[config.mk]
export PLATFORM = sky130hd
export DESIGN_NAME = alu_arbiter_flat
export DESIGN_NICKNAME = d
export VERILOG_FILES = /design/src/rtl/alu_arbiter_if.sv /design/src/rtl/alu_arbiter.sv /design/src/flat_wrapper.sv
export SDC_FILE = /design/constraint.sdc
export NUM_CORES = 1
export LEC_CHECK = 0
export BUFFER_PORTS_ARGS = -buffer_cell sky130_fd_sc_hd__buf_2
export CORE_AREA = 2 2 109 111
export DETAILED_ROUTE_END_ITERATION = 7
export DIE_AREA = 0 0 111 113
export HOLD_SLACK_MARGIN = 0.15
export PLACE_DENSITY = 0.8
export SYNTH_ARGS = -nofsm -noshare
export SYNTH_HDL_FRONTEND = slang
export SYNTH_SLANG_ARGS = --single-unit
export TNS_END_PERCENT = 10
[constraint.sdc]
create_clock -name clk -period 2.49 [get_ports clk]
set_input_delay 0.498 -clock clk [delete_from_list [all_inputs] [get_ports clk]]
set_output_delay 0.498 -clock clk [all_outputs]
set_load 0.01 [all_outputs]
[src/rtl/alu_arbiter_if.sv]
// alu_arbiter_if: requester, response and ALU-side signals of the shared-ALU arbiter
// slave  = arbiter side: takes requests and alu_result, drives readies, ALU operands and responses
// master = environment side: requesters, response consumers and the ALU itself
interface alu_arbiter_if #(parameter int WIDTH = 32);
  logic             req0_valid, req1_valid;
  logic             req0_ready, req1_ready;
  logic [WIDTH-1:0] req0_in1, req0_in2, req1_in1, req1_in2;
  logic [2:0]       req0_op, req1_op;
  logic [WIDTH-1:0] alu_in1, alu_in2, alu_result;
  logic [2:0]       alu_control;
  logic             rsp0_valid, rsp1_valid;
  logic             rsp0_ready, rsp1_ready;
  logic [WIDTH-1:0] rsp_result;
  logic             rsp_err;
  logic             busy;
  modport slave (
    input  req0_valid, req1_valid, req0_in1, req0_in2, req1_in1, req1_in2, req0_op, req1_op,
    input  alu_result, rsp0_ready, rsp1_ready,
    output req0_ready, req1_ready, alu_in1, alu_in2, alu_control,
    output rsp0_valid, rsp1_valid, rsp_result, rsp_err, busy
  );
  modport master (
    output req0_valid, req1_valid, req0_in1, req0_in2, req1_in1, req1_in2, req0_op, req1_op,
    output alu_result, rsp0_ready, rsp1_ready,
    input  req0_ready, req1_ready, alu_in1, alu_in2, alu_control,
    input  rsp0_valid, rsp1_valid, rsp_result, rsp_err, busy
  );
endinterface

[src/rtl/alu_arbiter.sv]
// alu_arbiter: round-robin sharing of one single-cycle ALU between two valid/ready requesters
// clk, reset : rising-edge clock, synchronous active-high reset
// bus        : alu_arbiter_if.slave (request channels, registered ALU inputs, held response channel, busy)
module alu_arbiter #(parameter int WIDTH = 32) (
  input logic         clk,
  input logic         reset,
  alu_arbiter_if.slave bus
);
  typedef enum logic [1:0] {IDLE, ISSUE, RESP} state_t;
  state_t           state;
  logic             last_grant, owner, grant0, grant1, illegal, rsp_done;
  logic [WIDTH-1:0] sel_in1, sel_in2;
  logic [2:0]       sel_op;
  // On a tie the requester that did not win last time gets the grant
  always_comb begin
    grant0   = bus.req0_valid & (~bus.req1_valid | last_grant);
    grant1   = bus.req1_valid & (~bus.req0_valid | ~last_grant);
    sel_in1  = grant1 ? bus.req1_in1 : bus.req0_in1;
    sel_in2  = grant1 ? bus.req1_in2 : bus.req0_in2;
    sel_op   = grant1 ? bus.req1_op : bus.req0_op;
    illegal  = &sel_op[2:1];
    rsp_done = owner ? bus.rsp1_ready : bus.rsp0_ready;
  end
  assign bus.req0_ready = (state == IDLE) & grant0;
  assign bus.req1_ready = (state == IDLE) & grant1;
  assign bus.busy       = state != IDLE;
  always_ff @(posedge clk) begin
    if (reset) begin
      state           <= IDLE;
      last_grant      <= 1'b1;
      owner           <= 1'b0;
      bus.alu_in1     <= '0;
      bus.alu_in2     <= '0;
      bus.alu_control <= 3'b000;
      bus.rsp_result  <= '0;
      bus.rsp_err     <= 1'b0;
      bus.rsp0_valid  <= 1'b0;
      bus.rsp1_valid  <= 1'b0;
    end else begin
      case (state)
        IDLE: if (grant0 | grant1) begin
          owner      <= grant1;
          last_grant <= grant1;
          // Illegal opcodes bypass the ALU and answer immediately with an error
          if (illegal) begin
            bus.rsp_result <= '0;
            bus.rsp_err    <= 1'b1;
            bus.rsp0_valid <= grant0;
            bus.rsp1_valid <= grant1;
            state          <= RESP;
          end else begin
            bus.alu_in1     <= sel_in1;
            bus.alu_in2     <= sel_in2;
            bus.alu_control <= sel_op;
            state           <= ISSUE;
          end
        end
        ISSUE: begin
          bus.rsp_result <= bus.alu_result;
          bus.rsp_err    <= 1'b0;
          bus.rsp0_valid <= ~owner;
          bus.rsp1_valid <= owner;
          state          <= RESP;
        end
        RESP: if (rsp_done) begin
          bus.rsp0_valid <= 1'b0;
          bus.rsp1_valid <= 1'b0;
          state          <= IDLE;
        end
        default: state <= IDLE;
      endcase
    end
  end
endmodule

[src/flat_wrapper.sv]
// flat-port wrapper written by rule: the top's interface ports become plain ports
module alu_arbiter_flat 
#(parameter int WIDTH = 32)
  (clk, reset, bus_req0_valid, bus_req1_valid, bus_req0_in1, bus_req0_in2, bus_req1_in1, bus_req1_in2, bus_req0_op, bus_req1_op, bus_alu_result, bus_rsp0_ready, bus_rsp1_ready, bus_req0_ready, bus_req1_ready, bus_alu_in1, bus_alu_in2, bus_alu_control, bus_rsp0_valid, bus_rsp1_valid, bus_rsp_result, bus_rsp_err, bus_busy);
  alu_arbiter_if #(.WIDTH(WIDTH)) bus_i ();
  input logic clk;
  input logic reset;
  input wire logic [$bits(bus_i.req0_valid)-1:0] bus_req0_valid;
  input wire logic [$bits(bus_i.req1_valid)-1:0] bus_req1_valid;
  input wire logic [$bits(bus_i.req0_in1)-1:0] bus_req0_in1;
  input wire logic [$bits(bus_i.req0_in2)-1:0] bus_req0_in2;
  input wire logic [$bits(bus_i.req1_in1)-1:0] bus_req1_in1;
  input wire logic [$bits(bus_i.req1_in2)-1:0] bus_req1_in2;
  input wire logic [$bits(bus_i.req0_op)-1:0] bus_req0_op;
  input wire logic [$bits(bus_i.req1_op)-1:0] bus_req1_op;
  input wire logic [$bits(bus_i.alu_result)-1:0] bus_alu_result;
  input wire logic [$bits(bus_i.rsp0_ready)-1:0] bus_rsp0_ready;
  input wire logic [$bits(bus_i.rsp1_ready)-1:0] bus_rsp1_ready;
  output wire logic [$bits(bus_i.req0_ready)-1:0] bus_req0_ready;
  output wire logic [$bits(bus_i.req1_ready)-1:0] bus_req1_ready;
  output wire logic [$bits(bus_i.alu_in1)-1:0] bus_alu_in1;
  output wire logic [$bits(bus_i.alu_in2)-1:0] bus_alu_in2;
  output wire logic [$bits(bus_i.alu_control)-1:0] bus_alu_control;
  output wire logic [$bits(bus_i.rsp0_valid)-1:0] bus_rsp0_valid;
  output wire logic [$bits(bus_i.rsp1_valid)-1:0] bus_rsp1_valid;
  output wire logic [$bits(bus_i.rsp_result)-1:0] bus_rsp_result;
  output wire logic [$bits(bus_i.rsp_err)-1:0] bus_rsp_err;
  output wire logic [$bits(bus_i.busy)-1:0] bus_busy;
  assign bus_i.req0_valid = bus_req0_valid;
  assign bus_i.req1_valid = bus_req1_valid;
  assign bus_i.req0_in1 = bus_req0_in1;
  assign bus_i.req0_in2 = bus_req0_in2;
  assign bus_i.req1_in1 = bus_req1_in1;
  assign bus_i.req1_in2 = bus_req1_in2;
  assign bus_i.req0_op = bus_req0_op;
  assign bus_i.req1_op = bus_req1_op;
  assign bus_i.alu_result = bus_alu_result;
  assign bus_i.rsp0_ready = bus_rsp0_ready;
  assign bus_i.rsp1_ready = bus_rsp1_ready;
  assign bus_req0_ready = bus_i.req0_ready;
  assign bus_req1_ready = bus_i.req1_ready;
  assign bus_alu_in1 = bus_i.alu_in1;
  assign bus_alu_in2 = bus_i.alu_in2;
  assign bus_alu_control = bus_i.alu_control;
  assign bus_rsp0_valid = bus_i.rsp0_valid;
  assign bus_rsp1_valid = bus_i.rsp1_valid;
  assign bus_rsp_result = bus_i.rsp_result;
  assign bus_rsp_err = bus_i.rsp_err;
  assign bus_busy = bus_i.busy;
  alu_arbiter #(.WIDTH(WIDTH)) u_core (.clk(clk), .reset(reset), .bus(bus_i));
endmodule
Word-level counts from Yosys, hierarchy flattened
Index checks and enable logic that the tools add are counted.

storage, ports and cells
  register bits after elaboration = 106
  input bits = 172
  output and inout port bits = 105

cells by class
  equality and inequality tests = 5
  mux-type cells = 21
  bitwise operators = 12
  reductions and logical operators = 10

operators with widths
  operator                                       number
  2-to-1 mux 32 bit                              4
  case mux 32 bit (2 select lines)               1
  2-to-1 mux 1 bit                               8
  2-to-1 mux 2 bit                               3
  case mux 1 bit (3 select lines)                2
  case mux 2 bit (3 select lines)                1
  AND reduction 2 bit                            3
  AND reduction 3 bit                            2
  inverter 1 bit                                 5
  AND 1 bit                                      4
  != test 2 x 1 -> 1 bit, second input constant  2
  AND reduction 4 bit                            1
  nonzero test 2 bit                             2
  2-to-1 mux 3 bit                               1
  bitwise OR 1 bit                               3
  nonzero test 3 bit                             1
  == test 2 x 1 -> 1 bit, second input constant  1
  == test 2 bit, second input constant           1
  zero test 2 bit                                1
  != test 2 bit, second input constant           1
  case mux 1 bit (2 select lines)                1

Logic depth before layout (Yosys ltp)
Gate-level depths: netlist of run 1.

  word-level depth = 8
  depth in mapped cells = 8
  gate-level depth less buffers = 6

Worst setup path after synthesis of run 1
Ideal clock, no wire load.

  path type = input-to-reg
  start = input bus_req1_valid
  end = register u_core.bus.alu_in2[19]
  library setup time = 0.146 ns
  data arrival time = 1.630 ns
  required time = 2.344 ns
  path slack = 0.714 ns
  stages = 7
  path buffers = 3
  path through = a21boi_1 buf_4 mux2_4 buf_4 buf_4 a21oi_1 a211oi_2

on the way
  cells in the longest elaborated chain, start to end = 5
  elaborated cells between the ends (all ways) = 10
  those cells by class = 2 x mux; 6 x bitwise; 2 x reduce/logical

RTL lines
  element                                                              RTL line                              RTL
  start, declared                                                      flat_wrapper.sv:9                     input wire logic [$bits(bus_i.req1_valid)-1:0] bus_req1_valid;
  AND 1 bit / inverter 1 bit (equally long branches)                   alu_arbiter.sv:17, alu_arbiter.sv:16
  2-to-1 mux 3 bit / bitwise OR 1 bit (equally long branches)          alu_arbiter.sv:20, alu_arbiter.sv:16
  AND reduction 2 bit / AND 1 bit (equally long branches)              alu_arbiter.sv:21, alu_arbiter.sv:16
  inverter 1 bit (no line) / bitwise OR 1 bit (equally long branches)  -
  AND reduction 3 bit (no line)                                        -
  end signal, assigned                                                 alu_arbiter.sv:53                     bus.alu_in2 <= sel_in2;
  end, declared                                                        alu_arbiter_if.sv:19                  output req0_ready, req1_ready, alu_in1, alu_in2, alu_control,

Parallel ways exist; a longest one is shown, timed or not.
A chain may end at the register's enable or synchronous reset.

Final worst setup path of run 1
  start = register u_core.state[0]
  end = register u_core.bus.rsp_result[20]

on the way
  cells in the longest elaborated chain, start to end = 3
  elaborated cells between the ends (all ways) = 7
  those cells by class = 3 x eq/ne; 1 x mux; 3 x reduce/logical

RTL lines
  element                                                           RTL line              RTL
  start, declared                                                   alu_arbiter.sv:10     state_t state;
  start signal, assigned                                            alu_arbiter.sv:29     state <= IDLE;
  start signal, assigned                                            alu_arbiter.sv:50     state <= RESP;
  start signal, assigned                                            alu_arbiter.sv:55     state <= ISSUE;
  zero test 2 bit / == test 2 x 1 -> 1 bit (equally long branches)  alu_arbiter.sv:40     case (state)
  != test 2 x 1 -> 1 bit (no line) (tied with other cells)          -
  AND reduction 3 bit (no line)                                     -
  end signal, assigned                                              alu_arbiter.sv:59     bus.rsp_result <= bus.alu_result;
  end, declared                                                     alu_arbiter_if.sv:20  output rsp0_valid, rsp1_valid, rsp_result, rsp_err, busy

Parallel ways exist; a longest one is shown, timed or not.

==> results of run 1 <==
-- cell usage in the layout (no fill, tap or decap), drive strengths merged, types with 3 or more instances in the layout --
cell type / count
nor2: 4
inv: 5
clkbuf: 11
o21ai: 4
nand2: 37
mux2i: 101
dfxtp: 106
a211oi: 71
buf: 288
a21oi: 73
clkinv: 3
ha: 3
nand3: 33
-- cell type report --
class	count	area, um^2
Multi-Input combinational cell	340	2599
Fill cell	986	4543
Timing Repair Buffer	288	1486
Clock inverter	5	77.57
Clock buffer	11	242.7
Tap cell	143	178.9
Sequential cell	106	2122
Inverter	6	22.52
-- cell usage after synthesis, drive strengths merged, types with 2 or more instances --
master and count:
a211oi 71, a21oi 73, a22oi 2, buf 25, clkbuf 26, dfxtp 106
ha 3, inv 6, mux2i 101, nand2 37, nand2b 2, nand3 33
nor2 4, o21ai 4
-- how the worst min path moves through the flow --
stage                                           start                                endpoint  slack (ps)  depth (start not counted)
6_report                           bus_alu_result[10]  u_core.bus.rsp_result[10]$_SDFFE_PP0P_         420                          3
5_1_grt                             bus_alu_result[8]   u_core.bus.rsp_result[8]$_SDFFE_PP0P_         430                          3
4_1_cts                            bus_alu_result[30]  u_core.bus.rsp_result[30]$_SDFFE_PP0P_         410                          3
3_5_place_dp   u_core.bus.rsp_result[16]$_SDFFE_PP0P_  u_core.bus.rsp_result[16]$_SDFFE_PP0P_         450                          2
3_3_place_gp   u_core.bus.rsp_result[23]$_SDFFE_PP0P_  u_core.bus.rsp_result[23]$_SDFFE_PP0P_         440                          2
2_1_floorplan            u_core.state[0]$_SDFFE_PP0P_            u_core.state[0]$_SDFFE_PP0P_         470                          2
-- flip-flops by register name (all words and copies together), names as in the netlist, 2 cells and up --
register	flops
u_core.bus.alu_in1	32
u_core.bus.rsp_result	32
u_core.state	2
u_core.bus.alu_in2	32
u_core.bus.alu_control	3
-- metal layers --
metal / vias to the layer above / part of all wire / GRT usage
met4: 0 / 0.030 / 0.1075
li1: 2341 / - / -
met3: 35 / 0.058 / 0.03856
met2: 198 / 0.51 / 0.4061
met1: 2198 / 0.40 / 0.2500
met5: - / 0 / 0
-- critical path: cells and delay by family, from the launching register on --
family,cells,cell delay [ps]
AOI/OAI and AO/OA,1,730
adders and majority gates,1,290
buffers and inverters,3,520
DFF,1,360
muxes,1,210
and+or+nand+nor,1,60
-- per-stage QoR --
stage	power, W	setup WS [ps]	utilization
2_1_floorplan	0.003190	713.6	-
3_3_place_gp	0.003690	241.8	0.5685
3_5_place_dp	0.003755	161.3	0.5685
4_1_cts	0.005290	233.8	0.5970
5_1_grt	0.005492	74.29	0.5970
6_report	0.005249	239.5	0.5970
-- power by group through the flow --
stage	clock network, W	logic, W	registers (W)
5_1_grt	0.00162	0.00178	0.00209
3_5_place_dp	0	0.00166	0.00210
6_report	0.00154	0.00164	0.00207
3_3_place_gp	0	0.00160	0.00209
4_1_cts	0.00157	0.00166	0.00207
2_1_floorplan	0	0.000990	0.00220
-- kinds of logic (layout without fill, tap and decap cells) --
logic type               after synthesis  after routing  synth area share
multiplexers                         102            102            0.2078
AO/OA/AOI/OAI                        156            156            0.2291
adder cells (fa/ha/maj)                3              3          0.007512
buffers and inverters                 57            310           0.05859
AND/OR/NAND/NOR                       79             79           0.07236
flip-flops                           106            106            0.4246
==> results.cfg, run 1 <==
[outcome]
status = completed

[timing]
setup_tns_ps = 0
slew_headroom = 0.3884
whs_ps = 422.0
worst_pin_slew_ps = 917.4
fmax_mhz = 444.3
clock-skew-final_ps = 5.974
hold_viol = 0
rsz0062_at_grt = no
setup-violations-final = 0
slew_viol_final = 0
fin_crit_ps = 2251
finalCritPeriodShare = 0.9038

[grt]
first_global_vias = 4772
groute.usage.overall = 0.2217
grt_pass1_wl_um = 22670
grt_overflow = 0
antenna_found_initial = 0
grt_max_degree = 70

[clock_tree]
clockBufferDepth = 2
htreeDepth = 3
cts-resized-gates = 0
clock_tree.root_cell = clkbuf_16
clkTransAtPathRegs_ps = 70
cts_setup_buffers = 0
cts_tree = done
cts.sinks = 106
numCtsBuffers = 9
cts.hold.buffers_added = 0
clock_latency_ps = 340

[worst_setup_path]
critPathLaunchType = flip-flop
r2r_slack_ps = 240
critPathCaptureType = flip-flop
r2r-start = u_core.state[0]$_SDFFE_PP0P_
arrival_ps = 2520
critical_path_required_ps = 2760
endpoint = u_core.bus.rsp_result[20]$_SDFFE_PP0P_
cp_slowest_cell = a22oi_4
reg2reg_to = u_core.bus.rsp_result[20]$_SDFFE_PP0P_
max_stage_delay_ps = 730
path_cells = inv_1 -> ha_1 -> inv_2 -> nor2_4 -> a22oi_4 -> buf_4 -> mux2i_1
crit_type = flip-flop to flip-flop
crit_start = u_core.state[0]$_SDFFE_PP0P_
critPathMaxFanout = 23
rr_worst_depth = 7

[place]
placed_area_um2 = 6409
dp.cells = 883
dp_hpwl_um = 10590
place_congestion = 0.7920
numPortBuffers = 276

[logic_synthesis]
async_flop_share = 0
synth-seq-cells = 106
synth_top_area_frac = 0.4246
synth_edf_count = 0
seq_area_frac_synth = 0.4246
synth_nets = 678
yosys.area.top_type = dfxtp_1
syn_avg_cell_area_um2 = 9.935
ys_types = 34
synthCells = 503
yosysWarnings = 0
synth_area_um2 = 4997
ys.flop_type = dfxtp_1
synthTopCellsByArea = dfxtp_1 42%, mux2i_1 20%, a211oi_2 7.5%, a21oi_1 7.3%, a211oi_1 6.2%

[floorplan]
core-area_um2 = 11270
row_count = 39
ios = 277
die_h_um = 113
start_util = 0.4433
die_w_um = 111
design.die.area_um2 = 12540

[layout]
antennaDiodeCount = 0
fin_nets = 926
drive_gt1_frac = 0.4497
final_area_um2 = 6729
fin_cells = 899
area_growth_pct = 34.65

[power]
p_int_w = 0.003544
clockPowerShare = 0.293
p_switching_w = 0.001706
cellLeakagePower_nw = 3.223
p_per_area_nw_per_um2 = 780.1
pwr-share-seq = 0.394
combPwrFrac = 0.313
peakVddDrop_mv = 0.3707
p_sw_frac = 0.3249

[min_path]
min_path_type = input pin to flip-flop

[drt]
antenna_left = 0
detail_route.vias_per_cell = 5.308
drt_iter0_markers = 223
num_vias = 4772
wl_per_cell_um = 16.19
dr.pass1.iters = 5
drcViolationCount = 0
drt_wl_total_um = 14560

[job]
cap_violations = 0
Power figures use the tool's default switching activity.
==> run 2, diff against run 1 <==
--- a/config.mk
+++ b/config.mk
@@ -10,7 +10,7 @@
 export DETAILED_ROUTE_END_ITERATION = 7
 export DIE_AREA = 0 0 111 113
 export HOLD_SLACK_MARGIN = 0.15
-export PLACE_DENSITY = 0.8
+export PLACE_DENSITY = 0.86
 export SYNTH_ARGS = -nofsm -noshare
 export SYNTH_HDL_FRONTEND = slang
 export SYNTH_SLANG_ARGS = --single-unit
==> run 2 against run 1 <==
Against the previous run: maximum frequency rose by 1.2%; critical endpoint is now bus_req1_ready; critical path depth down 3; final cell count grew 0.11%; utilization shrank 0.067 points; register-to-register slack gained 280 ps; hold slack better by 4.8 ps; sequential power hardly changed; first-iteration DRC count decreased by 5.4%; flip-flop and latch count stayed put; non-clock buffer count up 2; largest power group unchanged; clock skew about the same; setup slack gained 27 ps.
==> results.cfg, run 2 (same netlist as run 1, synthesis figures left out) <==
[outcome]
status = completed

[floorplan]
core-area_um2 = 11270
die_w_um = 111
die_h_um = 113
row_count = 39
design.die.area_um2 = 12540
ios = 277
start_util = 0.4433

[place]
dp.cells = 885
place_congestion = 0.7777
dp_hpwl_um = 9823
numPortBuffers = 276
pre_cts_slack_ps = 237.0

[clock_tree]
cts-resized-gates = 0
htreeDepth = 3
clock_tree.root_cell = clkbuf_16
cts.hold.buffers_added = 0
cts.sinks = 106
clockBufferDepth = 2
numCtsBuffers = 9
cts_setup_buffers = 0
cts_tree = done
clock_latency_ps = 340
clkTransAtPathRegs_ps = 70

[worst_setup_path]
arrival_ps = 1730
rr_worst_depth = 5
critPathCaptureType = primary output
reg2reg_to = u_core.bus.alu_in2[21]$_SDFFE_PP0P_
critPathMaxFanout = 60
crit_type = flip-flop to primary output
r2r_slack_ps = 520
r2r-start = u_core.last_grant$_SDFFE_PP1P_
critical_path_required_ps = 1990
critPathLaunchType = flip-flop

[timing]
setup_tns_ps = 0
fmax_mhz = 449.8
fin_crit_ps = 2223
setup_ws_ps = 266.7
slew_viol_final = 0
worst_pin_slew_ps = 664.8
setup-violations-final = 0
hold_viol = 0
rsz0062_at_grt = no
finalCritPeriodShare = 0.8929
clock-skew-final_ps = 5.880
slew_headroom = 0.5557

[power]
peakVddDrop_mv = 0.3427
p_switching_w = 0.001669
cellLeakagePower_nw = 3.219
p_per_area_nw_per_um2 = 743.0
pwr-share-seq = 0.413
combPwrFrac = 0.331
p_int_w = 0.003325
p_sw_frac = 0.3341
clockPowerShare = 0.255

[layout]
top_regs = u_core.bus.alu_in1 x32, u_core.bus.alu_in2 x32, u_core.bus.rsp_result x32
area_growth_pct = 34.50
antennaDiodeCount = 0
final_common_cell = buf_2
mostFrequentLayoutCells = 275 x buf_2, 106 x dfxtp_1, 100 x mux2i_1, 73 x a21oi_1, 41 x a211oi_1
fin_cells = 900
drive_gt1_frac = 0.4505
fin_util = 0.5963
fin_nets = 928

[drt]
drcViolationCount = 0
detail_route.vias_per_cell = 5.232
dr.pass1.iters = 4
drt-met1-wl_um = 5791
wl_met3_um = 835
num_vias = 4709
wl_per_cell_um = 15.03
antenna_left = 0
dr_wl_met2_um = 6663
drt_iter0_markers = 211
top_layer = met4
drt_wl_total_um = 13530

[grt]
grt_max_degree = 61
grt_overflow = 0
groute.usage.overall = 0.2087
antenna_found_initial = 0
first_global_vias = 4487
grt_pass1_wl_um = 21690

[job]
cap_violations = 0

[min_path]
hold_start = bus_alu_result[0]
hold_end = u_core.bus.rsp_result[0]$_SDFFE_PP0P_
hold_path_depth = 3
min_path_type = input pin to flip-flop
## run 2: cell count changes in the layout (fill, tap and decap cells not counted)
cell       previous run  this run
bufinv_16             2         0
buf_12                1         4
inv_6                 0         1
buf_4                12        11
clkbuf_8              1         0
clkinv_2              2         3
## run 2: worst max-delay path: stages (launching register included)
cell      delay [ps]
dfxtp_1          350
a21boi_4         310
buf_12           330
and2_1           220
buf_2            140
## run 2: layer usage
| layer | GRT usage | vias to the layer above |
|---|---|---|
| met5 | 0 | - |
| met4 | 0.06250 | 0 |
| met3 | 0.04553 | 20 |
| met2 | 0.3616 | 177 |
| met1 | 0.2621 | 2165 |
| li1 | - | 2347 |
## run 2: power groups by stage
stage	clock network (W)	registers (W)	logic (W)
6_report	0.00127	0.00206	0.00165
3_5_place_dp	0	0.00210	0.00167
2_1_floorplan	0	0.00220	0.000990
3_3_place_gp	0	0.00210	0.00163
5_1_grt	0.00137	0.00209	0.00181
4_1_cts	0.00131	0.00206	0.00167
## run 2: through the flow
stage	hold WS, ps	cell area (um^2)	total power [W]
3_5_place_dp	448.8	6461	0.003763
2_1_floorplan	467.4	4997	0.003190
4_1_cts	410.6	6721	0.005044
3_3_place_gp	442.2	6461	0.003727
5_1_grt	408.5	6721	0.005272
6_report	426.8	6721	0.004994
## run 2: layout make-up
type	instances	area [um^2]
sequential	106	2122
tap	143	178.9
timing repair buffer	290	1539
fill	974	4551
clock buffer	10	229.0
clock inverter	5	31.28
inverter	6	22.52
multi-input combinational	340	2599
## run 2: worst max-delay path by stage
stage / start / end / slack [ps] / depth (start not counted)
6_report: u_core.last_grant$_SDFFE_PP1P_ / bus_req1_ready / 270 / 4
5_1_grt: u_core.last_grant$_SDFFE_PP1P_ / bus_req1_ready / 120 / 4
4_1_cts: u_core.last_grant$_SDFFE_PP1P_ / bus_req1_ready / 190 / 4
3_5_place_dp: bus_req0_valid / u_core.bus.alu_in1[30]$_SDFFE_PP0P_ / 240 / 6
3_3_place_gp: bus_req0_valid / u_core.bus.alu_in1[31]$_SDFFE_PP0P_ / 270 / 6
2_1_floorplan: bus_req1_valid / u_core.bus.alu_in2[19]$_SDFFE_PP0P_ / 710 / 7
==> run 3, diff against run 2 <==
--- a/config.mk
+++ b/config.mk
@@ -7,6 +7,7 @@
 export LEC_CHECK = 0
 export BUFFER_PORTS_ARGS = -buffer_cell sky130_fd_sc_hd__buf_2
 export CORE_AREA = 2 2 109 111
+export CTS_CLUSTER_SIZE = 12
 export DETAILED_ROUTE_END_ITERATION = 7
 export DIE_AREA = 0 0 111 113
 export HOLD_SLACK_MARGIN = 0.15
==> constraint.sdc (replaced) <==
create_clock -name clk -period 2.49 [get_ports clk]
set_input_delay 0.3735 -clock clk [delete_from_list [all_inputs] [get_ports clk]]
set_output_delay 0.3735 -clock clk [all_outputs]
set_load 0.01 [all_outputs]
==> run 3 against run 2 <==
Against the previous run: die area is the same; clock power is 28% higher; clock skew up 1.1 ps; critical endpoint unchanged; largest cell class unchanged.
==> results.cfg, run 3 (same netlist as run 1, synthesis figures left out) <==
[worst_setup_path]
critPathCaptureType = primary output
cp_slowest_cell = buf_12
max_stage_delay_ps = 380
critPathLaunchType = flip-flop
critPathMaxFanout = 69
crit_type = flip-flop to primary output
cp.depth = 4
crit_buf_inv = 2
path_cells = a21boi_4 -> buf_12 -> and2_1 -> buf_2
crit_start = u_core.last_grant$_SDFFE_PP1P_
r2r-start = u_core.state[0]$_SDFFE_PP0P_
crit_family = buffers and inverters
arrival_ps = 1720
rr_worst_depth = 8
reg2reg_to = u_core.bus.rsp_result[11]$_SDFFE_PP0P_
r2r_slack_ps = 430
endpoint = bus_req1_ready
critical_path_required_ps = 2120

[timing]
fmax_mhz = 477.7
setup-violations-final = 0
clock-skew-final_ps = 6.961
worst_pin_slew_ps = 822.9
slew_viol_final = 0
setup_ws_ps = 396.6
rsz0062_at_grt = no
fin_crit_ps = 2093
setup_tns_ps = 0
slew_headroom = 0.4501
hold_viol = 0
finalCritPeriodShare = 0.8407

[floorplan]
start_util = 0.4433
design.die.area_um2 = 12540
row_count = 39
die_w_um = 111
ios = 277
die_h_um = 113
core-area_um2 = 11270

[clock_tree]
numCtsBuffers = 9
clockBufferDepth = 2
htreeDepth = 3
clock_tree.root_cell = clkbuf_16
cts-resized-gates = 0
cts_setup_buffers = 0
cts_tree = done
clkTransAtPathRegs_ps = 70
clock_latency_ps = 330
cts.hold.buffers_added = 0
cts.sinks = 106

[drt]
antenna_left = 0
drt_wl_total_um = 13450
num_vias = 4691
detail_route.vias_per_cell = 5.224
drt_iter0_markers = 303
drcViolationCount = 0
wl_per_cell_um = 14.97
dr.pass1.iters = 4

[min_path]
hold_path_depth = 3
min_path_type = input pin to flip-flop

[job]
cap_violations = 0

[grt]
groute.usage.overall = 0.2064
grt_pass1_wl_um = 21660
grt_max_degree = 70
antenna_found_initial = 0
grt_overflow = 0
first_global_vias = 4456

[power]
peakVddDrop_mv = 0.4472
cellLeakagePower_nw = 3.242
p_per_area_nw_per_um2 = 786.5

[layout]
fin_util = 0.6025
area_growth_pct = 35.90
final_common_cell = buf_2
antennaDiodeCount = 0
fin_nets = 925
drive_gt1_frac = 0.4503
mostFrequentLayoutCells = 275 x buf_2, 106 x dfxtp_1, 100 x mux2i_1, 73 x a21oi_1, 41 x a211oi_1
top_regs = u_core.bus.alu_in1 x32, u_core.bus.alu_in2 x32, u_core.bus.rsp_result x32

[place]
place_congestion = 0.7560
dp_hpwl_um = 9828
numPortBuffers = 276
pre_cts_slack_ps = 197.9

[outcome]
status = completed
==> run 3: area by class of cell <==
class,instances,area (um^2)
clock inverter,6,113.9
inverter,6,22.52
sequential,106,2122
fill,1017,4481
timing repair buffer,287,1516
tap,143,178.9
multi-input combinational,340,2599
clock buffer,10,239.0
==> run 3: how the worst min path moves through the flow <==
stage	start	to	slack, ps
after global routing	bus_alu_result[1]	u_core.bus.rsp_result[1]$_SDFFE_PP0P_	290
after detailed placement	u_core.bus.rsp_result[28]$_SDFFE_PP0P_	u_core.bus.rsp_result[28]$_SDFFE_PP0P_	450
final	bus_alu_result[30]	u_core.bus.rsp_result[30]$_SDFFE_PP0P_	300
after floorplan	u_core.state[0]$_SDFFE_PP0P_	u_core.state[0]$_SDFFE_PP0P_	470
after global placement	u_core.bus.rsp_result[0]$_SDFFE_PP0P_	u_core.bus.rsp_result[0]$_SDFFE_PP0P_	440
after CTS	bus_alu_result[1]	u_core.bus.rsp_result[1]$_SDFFE_PP0P_	290
==> run 3: through the flow <==
step	cell area (um^2)	hold WS [ps]	power (W)	std cells
after floorplan	4997	467.4	0.003190	503
after global placement	6439	441.9	0.003730	882
after detailed placement	6439	449.0	0.003765	882
after CTS	6792	292.6	0.005394	898
after global routing	6792	290.2	0.005644	898
final	6792	303.7	0.005341	898
==> run 3: routing by layer <==
| metal | part of all wire | global-route usage | up-vias | wire length (um) |
|---|---|---|---|---|
| met4 | 0.019 | 0.06917 | 0 | 250 |
| met1 | 0.43 | 0.2595 | 2166 | 5744 |
| met5 | 0 | 0 | - | 0 |
| met3 | 0.053 | 0.03160 | 20 | 708 |
| met2 | 0.50 | 0.3640 | 161 | 6741 |
| li1 | - | - | 2344 | - |
==> run 3: worst min-delay path, cell delays in order <==
cell,delay (ps)
buf_2,100
nand3_1,60
mux2i_1,60
==> run 3: power breakdown <==
group	switching, W	leakage [nW]	internal [W]
Clock	0.000611	0.165	0.00101
Sequential	0.000125	0.872	0.00194
Combinational	0.000941	2.21	0.000715
Total	0.00168	3.24	0.00366
